**src/rtl/mux_op_sequencer.sv**
```systemverilog
// Sequencer feeding a 4:1 operand mux: latches a bundle, walks the enabled words
// through mux_op (forcing an op transition each time) and streams the results.
module mux_op_sequencer #(
  parameter int WIDTH = 16
) (
  input  logic             clk,
  input  logic             rst_n,
  input  logic             in_valid,
  output logic             in_ready,
  input  logic [WIDTH-1:0] in_a,
  input  logic [WIDTH-1:0] in_b,
  input  logic [WIDTH-1:0] in_c,
  input  logic [WIDTH-1:0] in_d,
  input  logic [3:0]       in_mask,
  output logic [WIDTH-1:0] mux_a,
  output logic [WIDTH-1:0] mux_b,
  output logic [WIDTH-1:0] mux_c,
  output logic [WIDTH-1:0] mux_d,
  output logic [1:0]       mux_op,
  input  logic [WIDTH-1:0] mux_out,
  output logic             out_valid,
  input  logic             out_ready,
  output logic [WIDTH-1:0] out_data,
  output logic [1:0]       out_idx,
  output logic             out_last,
  output logic             busy,
  output logic [2:0]       state_dbg
);

  // Streams: a transfer happens on a rising edge where valid && ready are both 1;
  // the producer holds data stable while valid && !ready.

  typedef enum logic [2:0] {IDLE, PRIME, SEL, CAP, EMIT} state_t;

  state_t     state, state_nxt;
  logic [3:0] msk;
  logic [1:0] idx;
  logic [3:0] eff_mask;
  logic [3:0] higher;
  logic [1:0] next_idx;
  logic       last_word;
  logic       handshake;

  function automatic logic [1:0] lowest_set(input logic [3:0] m);
    lowest_set = 2'd0;
    for (int i = 3; i >= 0; i--) begin
      if (m[i]) lowest_set = 2'(i);
    end
  endfunction

  assign eff_mask  = (in_mask == 4'b0000) ? 4'b1111 : in_mask;
  assign higher    = msk & (4'b1110 << idx);
  assign last_word = (higher == 4'b0000);
  assign next_idx  = lowest_set(higher);
  assign handshake = out_valid && out_ready;

  assign in_ready  = rst_n && (state == IDLE);
  assign busy      = (state != IDLE);
  assign state_dbg = state;

  always_comb begin
    state_nxt = state;
    case (state)
      IDLE:    if (in_valid) state_nxt = PRIME;
      PRIME:   state_nxt = SEL;
      SEL:     state_nxt = CAP;
      CAP:     state_nxt = EMIT;
      EMIT:    if (handshake) state_nxt = out_last ? IDLE : PRIME;
      default: state_nxt = IDLE;
    endcase
  end

  always_ff @(posedge clk) begin
    if (!rst_n) begin
      state     <= IDLE;
      msk       <= '0;
      idx       <= '0;
      mux_a     <= '0;
      mux_b     <= '0;
      mux_c     <= '0;
      mux_d     <= '0;
      mux_op    <= '0;
      out_data  <= '0;
      out_idx   <= '0;
      out_valid <= 1'b0;
      out_last  <= 1'b0;
    end else begin
      state <= state_nxt;
      case (state)
        IDLE: begin
          if (in_valid) begin
            mux_a <= in_a;
            mux_b <= in_b;
            mux_c <= in_c;
            mux_d <= in_d;
            msk   <= eff_mask;
            idx   <= lowest_set(eff_mask);
          end
        end
        // The mux only refreshes on an op change, so step away from idx first.
        PRIME: mux_op <= idx ^ 2'b01;
        SEL:   mux_op <= idx;
        CAP: begin
          out_data  <= mux_out;
          out_idx   <= idx;
          out_valid <= 1'b1;
          out_last  <= last_word;
        end
        EMIT: begin
          if (handshake) begin
            out_valid <= 1'b0;
            if (!out_last) idx <= next_idx;
          end
        end
        default: ;
      endcase
    end
  end

endmodule

```
**config.mk**
```make
export PLATFORM = sky130hd
export DESIGN_NAME = mux_op_sequencer
export DESIGN_NICKNAME = d
export VERILOG_FILES = /design/src/rtl/mux_op_sequencer.sv
export SDC_FILE = /design/constraint.sdc
export NUM_CORES = 1
export LEC_CHECK = 0
export BUFFER_PORTS_ARGS = -buffer_cell sky130_fd_sc_hd__buf_4
export CAP_MARGIN = 20
export CORE_MARGIN = 3
export CORE_UTILIZATION = 45
export CTS_CLUSTER_DIAMETER = 30
export DETAILED_ROUTE_END_ITERATION = 8
export PLACE_DENSITY = 0.78
export SETUP_SLACK_MARGIN = 0.15
export SLEW_MARGIN = 10
export SYNTH_ARGS = -nofsm -noshare
export SYNTH_HDL_FRONTEND = slang
export SYNTH_SLANG_ARGS = --single-unit
```
**constraint.sdc**
```tcl
create_clock -name clk -period 1.6 [get_ports clk]
set_clock_uncertainty 0.15 [all_clocks]
set_input_delay 0.08 -clock clk [delete_from_list [all_inputs] [get_ports clk]]
set_output_delay 0.08 -clock clk [all_outputs]
set_load 0.1 [all_outputs]
```
==> run_summary.xml, run 1 <==
<?xml version="1.0" encoding="UTF-8"?>
<metrics>
  <group name="outcome">
    <metric name="outcome" unit="">did not finish</metric>
    <metric name="stop_stage" unit="">global routing (5_1_grt)</metric>
    <metric name="stop_error" unit="">[ERROR GRT-0232] Routing congestion too high. Check the congestion heatmap in the GUI.</metric>
  </group>
  <group name="synth">
    <metric name="yosys.cell_types.count" unit="">34</metric>
    <metric name="yosys-top-cells-area" unit="">dfxtp_1 (50%), nand2_1 (17%), a21boi_0 (12%)</metric>
    <metric name="synth.ff_latch_count" unit="">94</metric>
    <metric name="yosys_warnings" unit="">0</metric>
    <metric name="yosys.area.top_type_share" unit="%">50.42</metric>
    <metric name="synth_largest_area_cell" unit="">dfxtp_1</metric>
    <metric name="post_synth.cell_area_avg" unit="sq um">8.560</metric>
    <metric name="synthesis.area" unit="sq um">3732</metric>
    <metric name="synthCells" unit="">436</metric>
    <metric name="synth_sequential_area_ratio" unit="%">50.42</metric>
    <metric name="postSynthNetCount" unit="">524</metric>
  </group>
  <group name="die">
    <metric name="initial_core_util" unit="%">47.32</metric>
    <metric name="placementRows" unit="">32</metric>
    <metric name="chipHeight" unit="um">97.07</metric>
    <metric name="floorplan.die.width" unit="um">97.07</metric>
    <metric name="ioPinCount" unit="">179</metric>
  </group>
  <group name="global_routing">
    <metric name="grt_antenna_before_repair" unit="">6</metric>
    <metric name="largest_net_degree_at_the_start_of_global_routing" unit="">55</metric>
    <metric name="grt_util_all_layers" unit="%">86.62</metric>
    <metric name="globalRoute.totalOverflow" unit="">402</metric>
  </group>
  <group name="clocking">
    <metric name="htreeDepth" unit="">3</metric>
    <metric name="clock_sinks" unit="">94</metric>
    <metric name="ctsLongestPathBuffers" unit="">2</metric>
    <metric name="numCtsBuffers" unit="">9</metric>
    <metric name="cts.root.buffer_cell" unit="">clkbuf_8</metric>
  </group>
  <group name="place">
    <metric name="placed_cells" unit="">702</metric>
    <metric name="dpl.hpwl" unit="um">7397</metric>
    <metric name="port_buffers" unit="">178</metric>
    <metric name="globalplace.congestion" unit="">0.7786</metric>
  </group>
  <group name="sta">
    <metric name="endpoint_type" unit="">sequential cell input</metric>
    <metric name="globalroute.repair_timing.worst_endpoint" unit="">mux_c[13]$_SDFFE_PN0P_/D</metric>
  </group>
</metrics>
-- Yosys cell counts --
| master | instances |
|---|---|
| nand2_1 | 173 |
| nand2b_4 | 1 |
| nand2b_1 | 4 |
| xnor2_1 | 1 |
| or3b_2 | 1 |
| mux2i_1 | 2 |
| or2_2 | 1 |
| clkbuf_1 | 16 |
| nand4b_1 | 1 |
| inv_1 | 3 |
| dfxtp_1 | 94 |
| and2_1 | 1 |
| o221a_2 | 3 |
| nor4_1 | 1 |
| nor2_4 | 1 |
| o22ai_1 | 1 |
| buf_4 | 5 |
| nand3b_1 | 2 |
| nand3_1 | 1 |
| o211ai_1 | 1 |
| a21boi_1 | 24 |
| a21oi_1 | 3 |
| nor2_1 | 5 |
| nor3_1 | 1 |
| nor3b_2 | 1 |
| a31oi_1 | 3 |
| or3_1 | 3 |
| and2b_1 | 2 |
| o21ai_0 | 7 |
| buf_6 | 8 |
| buf_2 | 2 |
| nor3_4 | 1 |
| o41ai_1 | 1 |
| a21boi_0 | 62 |
-- cells by family after synthesis --
logic type                count (synthesis)  share of synthesized area [%]
and+or+nand+nor                         200                          22.56
AOI/OAI and AO/OA                       105                          20.65
DFF                                      94                          50.42
buffers and inverters                    34                          5.599
muxes                                     2                         0.5364
xor gates and xnor gates                  1                         0.2347
-- routing by layer --
| layer | GRT overflow | track usage (%) |
|---|---|---|
| met1 | 0 | 82.41 |
| met2 | 279 | 108.1 |
| met3 | 2 | 66.19 |
| met4 | 121 | 98.16 |
| met5 | 0 | 12.64 |
-- what timing repair did --
item,4_1_cts
gates cloned,11
gates resized for setup,89
buffers inserted,13
hold buffers,85
endpoints found under the hold margin,89
endpoints found under the setup margin,74
pin swaps,36
-- per-stage QoR --
stage          utilization, %  cell area [sq um]  hold WS, ps  setup WS, ps
2_1_floorplan               -               3827        64.86        -185.3
3_3_place_gp            66.97               5283        175.4         25.77
3_5_place_dp            66.97               5283        188.0        -23.15
4_1_cts                 89.82               7084       -74.13        -25.40
==> run 2: changes to the inputs <==
--- a/config.mk
+++ b/config.mk
@@ -8,11 +8,9 @@
 export BUFFER_PORTS_ARGS = -buffer_cell sky130_fd_sc_hd__buf_4
 export CAP_MARGIN = 20
 export CORE_MARGIN = 3
-export CORE_UTILIZATION = 45
-export CTS_CLUSTER_DIAMETER = 30
+export CORE_UTILIZATION = 30
 export DETAILED_ROUTE_END_ITERATION = 8
-export PLACE_DENSITY = 0.78
-export SETUP_SLACK_MARGIN = 0.15
+export PLACE_DENSITY_LB_ADDON = 0.15
 export SLEW_MARGIN = 10
 export SYNTH_ARGS = -nofsm -noshare
 export SYNTH_HDL_FRONTEND = slang
==> run 2 against run 1 <==
  * The flow now finishes, with violations (setup timing)
  * Area after synthesis stayed put
  * Synthesized cell count stayed put
==> run_summary.xml, run 2 <==
<?xml version="1.0" encoding="UTF-8"?>
<metrics>
  <group name="die">
    <metric name="coreArea" unit="sq um">12110</metric>
    <metric name="initial_core_util" unit="%">30.82</metric>
    <metric name="placementRows" unit="">40</metric>
    <metric name="ioPinCount" unit="">179</metric>
    <metric name="chipHeight" unit="um">117.5</metric>
    <metric name="floorplan.die.width" unit="um">117.5</metric>
    <metric name="die_area" unit="sq um">13820</metric>
  </group>
  <group name="place">
    <metric name="dpl.hpwl" unit="um">7854</metric>
    <metric name="placedInstanceArea" unit="sq um">5281</metric>
    <metric name="globalplace.congestion" unit="">0.7317</metric>
    <metric name="port_buffers" unit="">178</metric>
  </group>
  <group name="finish">
    <metric name="mostFrequentLayoutCell" unit="">buf_4</metric>
    <metric name="finalNetCount" unit="">801</metric>
    <metric name="design_area" unit="sq um">6720</metric>
    <metric name="antenna_cells_inserted" unit="">0</metric>
    <metric name="final_cell_mix" unit="">buf_4 (194), nand2_1 (172), dlygate4sd3_1 (89), dfxtp_1 (89), a21boi_1 (66)</metric>
    <metric name="post_route_cells_drive_above_1_share" unit="%">34.26</metric>
    <metric name="layout-area-overhead-vs-synth" unit="%">80.05</metric>
  </group>
  <group name="synth">
    <metric name="ys_async_sr_fraction" unit="%">0</metric>
    <metric name="yosys-top-cells-count" unit="">nand2_1 (173), dfxtp_1 (94), a21boi_0 (62)</metric>
    <metric name="synth_flop_cell" unit="">dfxtp_1</metric>
    <metric name="post_synth.cell_area_avg" unit="sq um">8.560</metric>
    <metric name="yosys-top-cells-area" unit="">dfxtp_1 (50%), nand2_1 (17%), a21boi_0 (12%)</metric>
    <metric name="yosys_warnings" unit="">0</metric>
    <metric name="synth_largest_area_cell" unit="">dfxtp_1</metric>
    <metric name="synthCells" unit="">436</metric>
    <metric name="edff_count_synth" unit="">0</metric>
    <metric name="yosys.area.top_type_share" unit="%">50.42</metric>
    <metric name="yosys.cell_types.count" unit="">34</metric>
    <metric name="synth.ff_latch_count" unit="">94</metric>
    <metric name="yosys.cell_count.top_type" unit="">nand2_1</metric>
    <metric name="postSynthNetCount" unit="">524</metric>
    <metric name="synth_sequential_area_ratio" unit="%">50.42</metric>
    <metric name="synthesis.area" unit="sq um">3732</metric>
  </group>
  <group name="global_routing">
    <metric name="grt_util_all_layers" unit="%">17.69</metric>
    <metric name="grt_antenna_before_repair" unit="">0</metric>
    <metric name="globalRoute.totalOverflow" unit="">0</metric>
    <metric name="largest_net_degree_at_the_start_of_global_routing" unit="">40</metric>
    <metric name="number_of_global_route_vias_before_repair" unit="">4072</metric>
    <metric name="first_pass_grt_wire_length" unit="um">20020</metric>
  </group>
  <group name="setup_path">
    <metric name="critPathArrivalTime" unit="ps">1370</metric>
    <metric name="critical_path_peak_fanout" unit="">3</metric>
    <metric name="crit_required" unit="ps">1370</metric>
    <metric name="setup.worst_path.start_class" unit="">flop</metric>
    <metric name="worst_setup_path_end_kind" unit="">output port</metric>
    <metric name="criticalPathCategory" unit="">reg2out</metric>
  </group>
  <group name="sta">
    <metric name="fin_crit_share" unit="%">100.2</metric>
    <metric name="max_clock_freq" unit="MHz">623.5</metric>
    <metric name="fin_ws" unit="ps">-3.738</metric>
    <metric name="setup_viol" unit="">1</metric>
    <metric name="rsz_0062_raised_after_global_routing" unit="">true</metric>
    <metric name="final_max_tran_viols" unit="">0</metric>
    <metric name="timing.final.hold_violations" unit="">0</metric>
    <metric name="worst_slew_margin_rel" unit="%">63.83</metric>
    <metric name="worst_margin_pin_slew" unit="ps">540.7</metric>
    <metric name="fin_crit" unit="ps">1604</metric>
  </group>
  <group name="pwr">
    <metric name="clockPowerShare" unit="%">27.1</metric>
    <metric name="net_sw_share" unit="%">39.83</metric>
    <metric name="p_comb_share" unit="%">39.3</metric>
    <metric name="sequentialPowerShare" unit="%">33.6</metric>
    <metric name="power-per-cell-area" unit="nW/um^2">1200</metric>
    <metric name="int_pwr" unit="mW">4.851</metric>
    <metric name="design_power_total" unit="mW">8.061</metric>
    <metric name="switching_power" unit="mW">3.211</metric>
    <metric name="power.leakage" unit="nW">2.931</metric>
    <metric name="irDropWorstVdd" unit="V">0.0004426</metric>
  </group>
  <group name="outcome">
    <metric name="outcome" unit="">finished, violations left</metric>
    <metric name="violations_in_the_final_reports" unit="">setup timing</metric>
  </group>
  <group name="clocking">
    <metric name="tritoncts" unit="">built</metric>
    <metric name="clock_sinks" unit="">94</metric>
    <metric name="ctsLongestPathBuffers" unit="">2</metric>
    <metric name="clkLatencyLatePin" unit="ps">340</metric>
    <metric name="cts.root.buffer_cell" unit="">clkbuf_16</metric>
    <metric name="htreeDepth" unit="">3</metric>
    <metric name="numCtsBuffers" unit="">9</metric>
    <metric name="clock_input_transition_at_the_sequential_cells_of_the_worst_setup_and_hold_paths" unit="ps">60</metric>
  </group>
  <group name="drt">
    <metric name="routed-via-count" unit="">3954</metric>
    <metric name="final_antenna_net_count" unit="">0</metric>
    <metric name="first_pass_iters" unit="">4</metric>
    <metric name="wire_per_inst" unit="um">14.10</metric>
    <metric name="detail_route.vias_per_cell" unit="">4.463</metric>
    <metric name="route.final.wire_length" unit="um">12490</metric>
    <metric name="drc_errors" unit="">0</metric>
    <metric name="dr.first_iter.drc_count" unit="">176</metric>
  </group>
  <group name="worst_hold_path">
    <metric name="worst_hold_path_type" unit="">in2reg</metric>
  </group>
  <group name="run">
    <metric name="timing.max_cap.violations" unit="">0</metric>
  </group>
</metrics>
==> run 2: cell counts after synthesis <==
No cell type changed its count.
==> run 2: power by group through the flow <==
stage	combinational, mW	sequential (mW)	clock (mW)
after CTS	3.04	2.70	2.25
after global routing	3.33	2.73	2.36
after detailed placement	2.79	2.76	0
after floorplan	0.763	4.11	0
after global placement	2.76	2.75	0
final	3.17	2.71	2.19
==> run 2: cells by family after synthesis <==
family	Yosys count	share of synthesized area (%)
AO/OA/AOI/OAI	105	20.65
XOR/XNOR	1	0.2347
buffers and inverters	34	5.599
flip-flops	94	50.42
multiplexers	2	0.5364
AND/OR/NAND/NOR	200	22.56
==> run 2: routing by layer <==
metal / vias to the layer above / global-route usage, % / share of wire, %
li1: 1976 / - / -
met1: 1830 / 20.73 / 43
met2: 126 / 30.06 / 48
met3: 22 / 5.046 / 6.1
met4: 0 / 7.985 / 2.4
met5: - / 0 / 0
==> run 2: final timing paths <==
path                                                 from                     end  slack [ps]  depth (start not counted)
worst max-delay path            state_dbg[0]$_SDFFE_PN0P_                    busy          -4                          3
worst min register to register      mux_c[9]$_SDFFE_PN0P_   mux_c[9]$_SDFFE_PN0P_         300                          2
worst min-delay path                                rst_n  out_valid$_SDFFE_PN0P_          80                          4
worst max register to register  state_dbg[2]$_SDFFE_PN0P_     idx[0]$_SDFFE_PN0P_          50                          5
==> run 2: final cells by class <==
class | instances | area, sq um
clock buffer | 12 | 256.5
clock inverter | 4 | 45.04
fill | 1132 | 5391
inverter | 3 | 11.26
multi-input combinational | 308 | 1704
sequential | 94 | 1896
tap | 168 | 210.2
timing repair buffer | 297 | 2597
==> run 2: through the flow <==
step	setup slack [ps]	TNS (ps)	util, %	cells	hold slack (ps)
after floorplan	-185.6	-1637	-	436	64.89
after global placement	36.05	0	43.61	768	177.0
after detailed placement	-2.146	-2.146	43.61	768	191.1
after CTS	-21.03	-214.2	54.06	877	71.61
after global routing	-33.37	-72.18	55.49	886	98.63
final	-3.738	-3.738	55.49	886	79.94
==> run 2: worst max-delay path: stages (launching register included) <==
cell	delay [ps]
dfxtp_4	350
buf_6	120
or3_4	390
buf_12	170
==> run 2: what timing repair did <==
| item | in CTS | in global routing |
|---|---|---|
| resized for setup | 11 | 19 |
| hold endpoints to repair | 89 | 0 |
| setup endpoints to repair | 10 | 81 |
| gates cloned | 0 | 2 |
| hold buffers | 89 | 0 |
| buffers inserted | 4 | 7 |
| pin swaps | 1 | 4 |
No activity file was read; power rests on OpenSTA's default activity.
==> run 3: changes to the inputs <==
--- a/config.mk
+++ b/config.mk
@@ -15,3 +15,4 @@
 export SYNTH_ARGS = -nofsm -noshare
 export SYNTH_HDL_FRONTEND = slang
 export SYNTH_SLANG_ARGS = --single-unit
+export TNS_END_PERCENT = 1
==> run 3 against run 2 <==
  * The flow still finishes with violations (setup timing)
  * Sequential cell count is the same
  * Critical path type unchanged
  * First-iteration DRC count is 5.7% lower
  * Largest power group unchanged
  * Combinational power down 2%
  * Total power down 3.2%
  * Largest cell class unchanged
==> run_summary.xml, run 3 (synthesis results as in run 2) <==
<?xml version="1.0" encoding="UTF-8"?>
<metrics>
  <group name="outcome">
    <metric name="outcome" unit="">finished, violations left</metric>
    <metric name="violations_in_the_final_reports" unit="">setup timing</metric>
  </group>
  <group name="sta">
    <metric name="max_clock_freq" unit="MHz">622.3</metric>
    <metric name="post_route_setup_tns" unit="ps">-7.049</metric>
    <metric name="worst_slew_margin_rel" unit="%">63.44</metric>
    <metric name="final.hold.worst_slack" unit="ps">302.4</metric>
    <metric name="fin_ws" unit="ps">-7.049</metric>
    <metric name="fin_crit" unit="ps">1607</metric>
    <metric name="timing.final.hold_violations" unit="">0</metric>
    <metric name="final_max_tran_viols" unit="">0</metric>
    <metric name="fin_crit_share" unit="%">100.4</metric>
    <metric name="rsz_0062_raised_after_global_routing" unit="">true</metric>
    <metric name="worst_margin_pin_slew" unit="ps">541.3</metric>
    <metric name="setup_viol" unit="">1</metric>
  </group>
  <group name="clocking">
    <metric name="cts.root.buffer_cell" unit="">clkbuf_16</metric>
    <metric name="tritoncts" unit="">built</metric>
    <metric name="clock_sinks" unit="">94</metric>
    <metric name="ctsLongestPathBuffers" unit="">2</metric>
    <metric name="clkLatencyLatePin" unit="ps">340</metric>
    <metric name="htreeDepth" unit="">3</metric>
    <metric name="numCtsBuffers" unit="">9</metric>
    <metric name="clock_input_transition_at_the_sequential_cells_of_the_worst_setup_and_hold_paths" unit="ps">60</metric>
  </group>
  <group name="finish">
    <metric name="fill_cell_count" unit="">1114</metric>
    <metric name="layout-area-overhead-vs-synth" unit="%">76.57</metric>
    <metric name="final_cell_mix" unit="">buf_4 (192), nand2_1 (173), dfxtp_1 (90), dlygate4sd3_1 (87), a21boi_0 (62)</metric>
    <metric name="mostFrequentLayoutCell" unit="">buf_4</metric>
    <metric name="antenna_cells_inserted" unit="">0</metric>
    <metric name="post_route_cells_drive_above_1_share" unit="%">33.10</metric>
    <metric name="design_area" unit="sq um">6590</metric>
    <metric name="finalNetCount" unit="">795</metric>
  </group>
  <group name="setup_path">
    <metric name="worst_r2r_startpoint" unit="">state_dbg[2]$_SDFFE_PN0P_</metric>
    <metric name="worstReg2RegEnd" unit="">mux_c[13]$_SDFFE_PN0P_</metric>
    <metric name="setup.worst_path.start_class" unit="">flop</metric>
    <metric name="criticalPathCategory" unit="">reg2out</metric>
    <metric name="crit_required" unit="ps">1370</metric>
    <metric name="critPathArrivalTime" unit="ps">1380</metric>
    <metric name="worst-r2r-setup-slack" unit="ps">90</metric>
    <metric name="critical_path_peak_fanout" unit="">5</metric>
    <metric name="worst_setup_path_end_kind" unit="">output port</metric>
    <metric name="timing.reg2reg.worst_path_depth" unit="">5</metric>
    <metric name="critPathLaunch" unit="">state_dbg[0]$_SDFFE_PN0P_</metric>
  </group>
  <group name="place">
    <metric name="place_worst_setup_slack" unit="ps">0.02376</metric>
    <metric name="dpl.hpwl" unit="um">7289</metric>
    <metric name="placedInstanceArea" unit="sq um">5250</metric>
    <metric name="port_buffers" unit="">178</metric>
    <metric name="globalplace.congestion" unit="">0.7470</metric>
  </group>
  <group name="die">
    <metric name="floorplan.die.width" unit="um">117.5</metric>
    <metric name="placementRows" unit="">40</metric>
    <metric name="chipHeight" unit="um">117.5</metric>
    <metric name="ioPinCount" unit="">179</metric>
    <metric name="die_area" unit="sq um">13820</metric>
    <metric name="coreArea" unit="sq um">12110</metric>
    <metric name="initial_core_util" unit="%">30.82</metric>
  </group>
  <group name="global_routing">
    <metric name="largest_net_degree_at_the_start_of_global_routing" unit="">42</metric>
    <metric name="grt_antenna_before_repair" unit="">0</metric>
    <metric name="globalRoute.totalOverflow" unit="">0</metric>
    <metric name="number_of_global_route_vias_before_repair" unit="">3863</metric>
    <metric name="grt_util_all_layers" unit="%">16.71</metric>
    <metric name="first_pass_grt_wire_length" unit="um">19030</metric>
  </group>
  <group name="pwr">
    <metric name="power.leakage" unit="nW">2.841</metric>
    <metric name="power-per-cell-area" unit="nW/um^2">1184</metric>
    <metric name="irDropWorstVdd" unit="V">0.0007690</metric>
  </group>
  <group name="drt">
    <metric name="final_antenna_net_count" unit="">0</metric>
    <metric name="detail_route.vias_per_cell" unit="">4.399</metric>
    <metric name="dr.first_iter.drc_count" unit="">166</metric>
    <metric name="first_pass_iters" unit="">4</metric>
    <metric name="routed-via-count" unit="">3862</metric>
    <metric name="route.final.wire_length" unit="um">11750</metric>
    <metric name="drc_errors" unit="">0</metric>
    <metric name="wire_per_inst" unit="um">13.38</metric>
  </group>
  <group name="worst_hold_path">
    <metric name="whs_endpoint" unit="">mux_a[12]$_SDFFE_PN0P_</metric>
    <metric name="hold_start" unit="">mux_a[12]$_SDFFE_PN0P_</metric>
    <metric name="min_path_cells" unit="">2</metric>
    <metric name="worst_hold_path_type" unit="">reg2reg</metric>
  </group>
  <group name="run">
    <metric name="timing.max_cap.violations" unit="">0</metric>
  </group>
</metrics>
run 3: cell type report:
| class | count | area [sq um] | area share (%) |
|---|---|---|---|
| repair buffers | 291 | 2525 | 38.31 |
| flip-flops and latches | 94 | 1894 | 28.75 |
| multi-input cells | 308 | 1674 | 25.40 |
| clock buffers | 13 | 270.3 | 4.101 |
| well taps | 168 | 210.2 | 3.190 |
| inverters | 3 | 11.26 | 0.1709 |
| clock inverters | 1 | 5.005 | 0.07594 |
run 3: where the power goes:
group / leakage (nW) / internal (mW) / total [mW] / switching [mW]
Sequential: 0.771 / 2.56 / 2.69 / 0.134
Clock: 0.138 / 1.16 / 2.00 / 0.835
Combinational: 1.93 / 0.969 / 3.11 / 2.14
run 3: worst max path at each step:
stage                                  end  slack [ps]  cells after the start
floorplan                         in_ready        -190                      3
global placement     mux_c[0]$_SDFFE_PN0P_          30                      5
detailed placement  mux_c[13]$_SDFFE_PN0P_        0.02                      5
CTS                                   busy         -30                      3
global route                          busy         -40                      3
finish                                busy          -7                      3
run 3: per-layer routing:
layer  track usage (%)  part of all wire, %  wire, um  vias to the layer above
li1                  -                    -         -                     1960
met1             19.92                   43      5054                     1757
met2             28.43                   48      5696                      129
met3             5.718                  6.8       796                       16
met4             5.201                  1.7       197                        0
met5                 0                    0         0                        -
run 3: repair_timing:
item / in CTS / in global routing
pin swaps: 2 / 1
endpoints found under the hold margin: 90 / 0
buffers inserted: 9 / 2
resized for setup: 15 / 1
setup endpoints to repair: 34 / 31
cloned: 1 / 1
hold buffers: 87 / 0
run 3: stage by stage:
stage / util (%) / total power [mW] / cells
after floorplan: - / 4.845 / 436
after global placement: 43.35 / 5.477 / 764
after detailed placement: 43.35 / 5.506 / 764
after CTS: 54.05 / 7.865 / 875
after global routing: 54.41 / 8.162 / 878
final: 54.41 / 7.800 / 878
run 3: worst max-delay path, cell delays in order, from the launching register on:
cell and delay, ps:
dfxtp_4 360, buf_6 130, or3_4 370, buf_12 170
